## src/rtl/vga_timing_gen.sv

```systemverilog
// Parametrised VGA/SVGA raster timing generator with pixel enable, blanking and start strobes.
// Optional genlock to an external active-low vsync is built when VGA_GENLOCK_EN is defined.
module vga_timing_gen #(
  parameter int unsigned CNT_W      = 11,
  parameter int unsigned H_ACTIVE   = 800,
  parameter int unsigned H_FP       = 56,
  parameter int unsigned H_SYNC     = 120,
  parameter int unsigned H_BP       = 64,
  parameter int unsigned V_ACTIVE   = 600,
  parameter int unsigned V_FP       = 37,
  parameter int unsigned V_SYNC     = 6,
  parameter int unsigned V_BP       = 23,
  parameter bit          H_SYNC_POL = 1'b1,
  parameter bit          V_SYNC_POL = 1'b1
) (
  input  logic             clk_in,
  input  logic             rst_n_in,
  input  logic             pix_en_in,
`ifdef VGA_GENLOCK_EN
  input  logic             ext_vsync_n_in,
  output logic             locked_out,
`endif
  output logic             h_sync_out,
  output logic             v_sync_out,
  output logic             active_out,
  output logic [CNT_W-1:0] pix_x,
  output logic [CNT_W-1:0] pix_y,
  output logic             line_start_out,
  output logic             frame_start_out
);

  localparam int unsigned H_TOTAL = H_ACTIVE + H_FP + H_SYNC + H_BP;
  localparam int unsigned V_TOTAL = V_ACTIVE + V_FP + V_SYNC + V_BP;

  localparam logic [CNT_W-1:0] H_MAX = CNT_W'(H_TOTAL - 1);
  localparam logic [CNT_W-1:0] V_MAX = CNT_W'(V_TOTAL - 1);
  localparam logic [CNT_W-1:0] H_ACT = CNT_W'(H_ACTIVE);
  localparam logic [CNT_W-1:0] V_ACT = CNT_W'(V_ACTIVE);
  localparam logic [CNT_W-1:0] H_SS  = CNT_W'(H_ACTIVE + H_FP);
  localparam logic [CNT_W-1:0] H_SE  = CNT_W'(H_ACTIVE + H_FP + H_SYNC);
  localparam logic [CNT_W-1:0] V_SS  = CNT_W'(V_ACTIVE + V_FP);
  localparam logic [CNT_W-1:0] V_SE  = CNT_W'(V_ACTIVE + V_FP + V_SYNC);

  logic [CNT_W-1:0] x_q, x_d, y_q, y_d;
  logic [CNT_W-1:0] x_nxt, y_nxt;
  logic             hs_q, hs_d, vs_q, vs_d, act_q, act_d, ls_q, ls_d, fs_q, fs_d;

`ifdef VGA_GENLOCK_EN
  logic sync1_q, sync2_q, sync3_q, pend_q, pend_d, locked_q, locked_d;
  logic fall_c;
`endif

  // Next raster position, then decode every output from that same position
  always_comb begin
    x_nxt = (x_q >= H_MAX) ? '0 : x_q + CNT_W'(1);
    y_nxt = y_q;
    if (x_q >= H_MAX) begin
      y_nxt = (y_q >= V_MAX) ? '0 : y_q + CNT_W'(1);
    end

`ifdef VGA_GENLOCK_EN
    fall_c   = sync3_q & ~sync2_q;
    pend_d   = pend_q | fall_c;
    locked_d = locked_q;
    if (pix_en_in && (pend_q || fall_c)) begin
      pend_d = 1'b0;
      if ((x_nxt == '0) && (y_nxt == V_SS)) begin
        locked_d = 1'b1;
      end else begin
        x_nxt    = '0;
        y_nxt    = V_SS;
        locked_d = 1'b0;
      end
    end
`endif

    x_d   = x_q;
    y_d   = y_q;
    hs_d  = hs_q;
    vs_d  = vs_q;
    act_d = act_q;
    ls_d  = 1'b0;
    fs_d  = 1'b0;
    if (pix_en_in) begin
      x_d   = x_nxt;
      y_d   = y_nxt;
      hs_d  = ((x_nxt >= H_SS) && (x_nxt < H_SE)) ? H_SYNC_POL : ~H_SYNC_POL;
      vs_d  = ((y_nxt >= V_SS) && (y_nxt < V_SE)) ? V_SYNC_POL : ~V_SYNC_POL;
      act_d = (x_nxt < H_ACT) && (y_nxt < V_ACT);
      ls_d  = (x_nxt == '0);
      fs_d  = (x_nxt == '0) && (y_nxt == '0);
    end
  end

  always_ff @(posedge clk_in or negedge rst_n_in) begin
    if (!rst_n_in) begin
      x_q   <= H_MAX;
      y_q   <= V_MAX;
      hs_q  <= ~H_SYNC_POL;
      vs_q  <= ~V_SYNC_POL;
      act_q <= 1'b0;
      ls_q  <= 1'b0;
      fs_q  <= 1'b0;
    end else begin
      x_q   <= x_d;
      y_q   <= y_d;
      hs_q  <= hs_d;
      vs_q  <= vs_d;
      act_q <= act_d;
      ls_q  <= ls_d;
      fs_q  <= fs_d;
    end
  end

`ifdef VGA_GENLOCK_EN
  // Two-flop synchroniser plus one history flop for falling-edge detection
  always_ff @(posedge clk_in or negedge rst_n_in) begin
    if (!rst_n_in) begin
      sync1_q  <= 1'b1;
      sync2_q  <= 1'b1;
      sync3_q  <= 1'b1;
      pend_q   <= 1'b0;
      locked_q <= 1'b0;
    end else begin
      sync1_q  <= ext_vsync_n_in;
      sync2_q  <= sync1_q;
      sync3_q  <= sync2_q;
      pend_q   <= pend_d;
      locked_q <= locked_d;
    end
  end

  assign locked_out = locked_q;
`endif

  assign pix_x           = x_q;
  assign pix_y           = y_q;
  assign h_sync_out      = hs_q;
  assign v_sync_out      = vs_q;
  assign active_out      = act_q;
  assign line_start_out  = ls_q;
  assign frame_start_out = fs_q;

endmodule

```

## config.mk

```make
export PLATFORM = sky130hd
export DESIGN_NAME = vga_timing_gen
export DESIGN_NICKNAME = d
export VERILOG_FILES = /design/src/rtl/vga_timing_gen.sv
export SDC_FILE = /design/constraint.sdc
export NUM_CORES = 1
export LEC_CHECK = 0
export CAP_MARGIN = 10
export CORE_UTILIZATION = 25
export DETAILED_ROUTE_END_ITERATION = 16
export SLEW_MARGIN = 20
export SYNTH_ARGS = -nofsm -noshare
export SYNTH_HDL_FRONTEND = slang
export SYNTH_SLANG_ARGS = --single-unit
```

## constraint.sdc

```tcl
create_clock -name clk_in -period 4.4 [get_ports clk_in]
set_clock_uncertainty 0.05 [all_clocks]
set_input_delay 0.88 -clock clk_in [delete_from_list [all_inputs] [get_ports clk_in]]
set_output_delay 0.88 -clock clk_in [all_outputs]
set_load 0.03 [all_outputs]
```

==> metrics.cfg <==
[cts]
numCtsBuffers=3
clockBufferDepth=2
clkLatencyLatePin_ps=280
postCtsHoldBufs=0
postCtsSetupBuffers=0
cts_resized=0
root_buffer=clkbuf_8
path_clk_slew_ps=100
htree_levels=1
cts_num_sinks=27
cts_tree=built

[setup_path]
critPathSlowestCell=nor2_1
crit_chain=ha_1 -> a21oi_1 -> o2111a_1 -> nor2_1 -> a31oi_1 -> o31ai_1 -> nor3_1 -> a21boi_0 -> o32ai_1
cp_data_required_time_ps=4530
r2r_cells=9
startpoint=pix_x[1]
arrival_ps=3360
worstPathMaxFanout=14
crit-reg2reg-capture=active_out
crit_path_end_kind=register
critical_path.top_delay_family=compound AO/OA/AOI/OAI gates
reg2reg_setup_slack_ps=1170
slowest_delay_ps=760
crit_path_end=active_out
timing.critical_path.buf_inv=0
critPathLaunchType=register
crit_type=register to register
worstSetupPathDepth=9
r2r_start=pix_x[1]

[sta]
fmaxAchievable_mhz=310
fin_crit_sh=0.734
tightest_slew_ps=989
timing.final.max_slew_violations=0
setup_tns_ps=0
relSlewSlack=0.338
worst_slack_ps=1170
period_needed_ps=3230
setup_viol=0
hold_viol=0
rsz0062_at_grt=no

[logic_synthesis]
synth_edf_count=0
syn_inst=231
synth_nets=237
postSynthAreaPerCell_um2=8.18
synth_top_family_by_area=compound AO/OA/AOI/OAI gates
synth_flop_cell=dfrtp_1
synth_cell_type_count=53
ys_seq_elements=27
synth_fa_ha_area_frac=0.0199
synth-xor-area-share=0.0371
yosysWarnings=0
yosys.area_share.simple=0.228
yosysSeqAreaShare=0.364
synth_top_area_share=0.225
yosysTopAreaCell=dfrtp_1
synth_compound_area_frac=0.256
yosys-top-cells-area=dfrtp_1 23%, dfstp_2 14%, nor2_1 5.6%, a21oi_1 4.8%, nand2_1 4.4%
syn_area_um2=1890
muxShareOfSynthArea=0.0404
ys_async_sr_fraction=1.00

[global_route]
grt_pass1_vias=1734
antenna_found_initial=0
grt_max_degree=28
grt_usage=0.136
overflow=0
grt_pass1_wl_um=8420

[power]
vdd_ir_drop_max_uv=142
cellLeakagePower_nw=0.919
p_per_area_nw_per_um2=551

[worst_hold_path]
hold_path.class=register to register

[floorplanning]
fp.dieW_um=88.9
row_count=31
die_height_um=88.9
start_util=0.259
io_pins=30
die_area_um2=7910
coreArea_um2=7290

[run]
cap_violations=0

[cells_and_area]
drive_above_1_share=0.123
final_area_um2=2310
n_antenna_cell=0
nNetsFinal=260
nFillCells=789
fin_cells=352
syn2layout_area_growth_pct=22.3

[route]
dr.pass1.iters=5
vias_per_cell=5.20
routed_wl_um=5140
ant_nets=0
wl_per_cell_um=14.6
drc=0
drt-initial-drc-count=180
vias=1830

[placement]
io_buffers=29
gp_congestion=0.853
place_inst=348
place_ws_ps=1310
placement.cell_area_um2=2260
hpwl_um=3670

[outcome]
status=finished clean

[kinds of logic (layout without fill, tap and decap cells)]
family | after synthesis | count (layout)
fa+ha+maj | 3 | 3
buf+inv | 25 | 47
flops | 27 | 27
xor+xnor | 8 | 8
mux | 7 | 7
simple gates | 90 | 90
compound gates | 71 | 71
[worst reg2reg max path, cell delays in order, from the launching register on]
cell,delay [ps]
dfstp_2,610
ha_1,250
a21oi_1,80
o2111a_1,280
nor2_1,760
a31oi_1,370
o31ai_1,210
nor3_1,130
a21boi_0,150
o32ai_1,240
[metrics by stage]
| stage | total power, W | util | hold slack (ps) |
|---|---|---|---|
| after floorplan | 0.000899 | - | 516 |
| after global placement | 0.00112 | 0.310 | 461 |
| after detailed placement | 0.00112 | 0.310 | 473 |
| after CTS | 0.00127 | 0.317 | 489 |
| after global routing | 0.00137 | 0.317 | 520 |
| final | 0.00127 | 0.317 | 486 |
[worst min path at each step]
stage	startpoint	endpoint	slack, ps	depth (start not counted)
detailed placement	pix_x[0]	pix_x[0]	470	1
finish	pix_x[0]	pix_x[0]	490	1
global route	pix_x[0]	pix_x[0]	520	1
floorplan	pix_x[2]	pix_x[2]	520	2
CTS	pix_x[0]	pix_x[0]	490	1
global placement	pix_x[0]	pix_x[0]	460	1
[cell type report]
cell class / count / area, um2 / area share
clock inverters: 1 / 7.51 / 0.00325
repair buffers: 31 / 305 / 0.132
multi-input cells: 179 / 1100 / 0.476
inverters: 12 / 45.0 / 0.0195
flip-flops and latches: 27 / 688 / 0.298
well taps: 99 / 124 / 0.0536
clock buffers: 3 / 41.3 / 0.0179
[layer usage]
layer | global-route usage | share of wire
met5 | 0 | 0
met2 | 0.206 | 0.44
met4 | 0.0548 | 0.016
met3 | 0.0231 | 0.051
met1 | 0.193 | 0.49
[cell usage after synthesis (2+ instances only)]
cell type	instances
nor2_1	28
nand2_1	22
a21oi_1	18
dfrtp_1	17
o21ai_0	15
inv_1	12
nand3_1	12
dfstp_2	10
clkbuf_1	8
nor3_1	6
a31oi_1	5
and3_1	5
mux2_2	5
xor2_1	5
nand4_1	4
a2bb2oi_1	3
buf_2	3
ha_1	3
nor4_1	3
o31ai_1	3
xnor2_1	3
a21o_1	2
a22o_1	2
a22oi_1	2
mux2i_1	2
nor4b_1	2
o211ai_1	2
o21a_1	2
o32ai_1	2
or2_2	2
[layout by cell type, fill, tap and decap left out, types with 3 or more instances in the layout]
cell,count
a21oi_1,18
a2bb2oi_1,3
a31oi_1,5
and3_1,5
clkbuf_8,3
clkdlybuf4s50_1,29
dfrtp_1,17
dfstp_2,10
ha_1,3
inv_1,12
mux2_2,5
nand2_1,22
nand3_1,12
nand4_1,4
nor2_1,28
nor3_1,6
nor4_1,3
o21ai_0,15
o31ai_1,3
xnor2_1,3
xor2_1,5
[sequential cells by signal, summed over array words and instances, names as in the netlist]
register,flops
pix_y,11
active_out,1
h_sync_out,1
v_sync_out,1
pix_x,11
frame_start_out,1
line_start_out,1
[power breakdown]
group          internal [W]  total [W]  switching, W
logic              0.000260   0.000653      0.000393
clock network     0.0000644   0.000151     0.0000870
registers          0.000337   0.000470      0.000133
total              0.000661    0.00127      0.000613
Power figures use the tool's default switching activity.
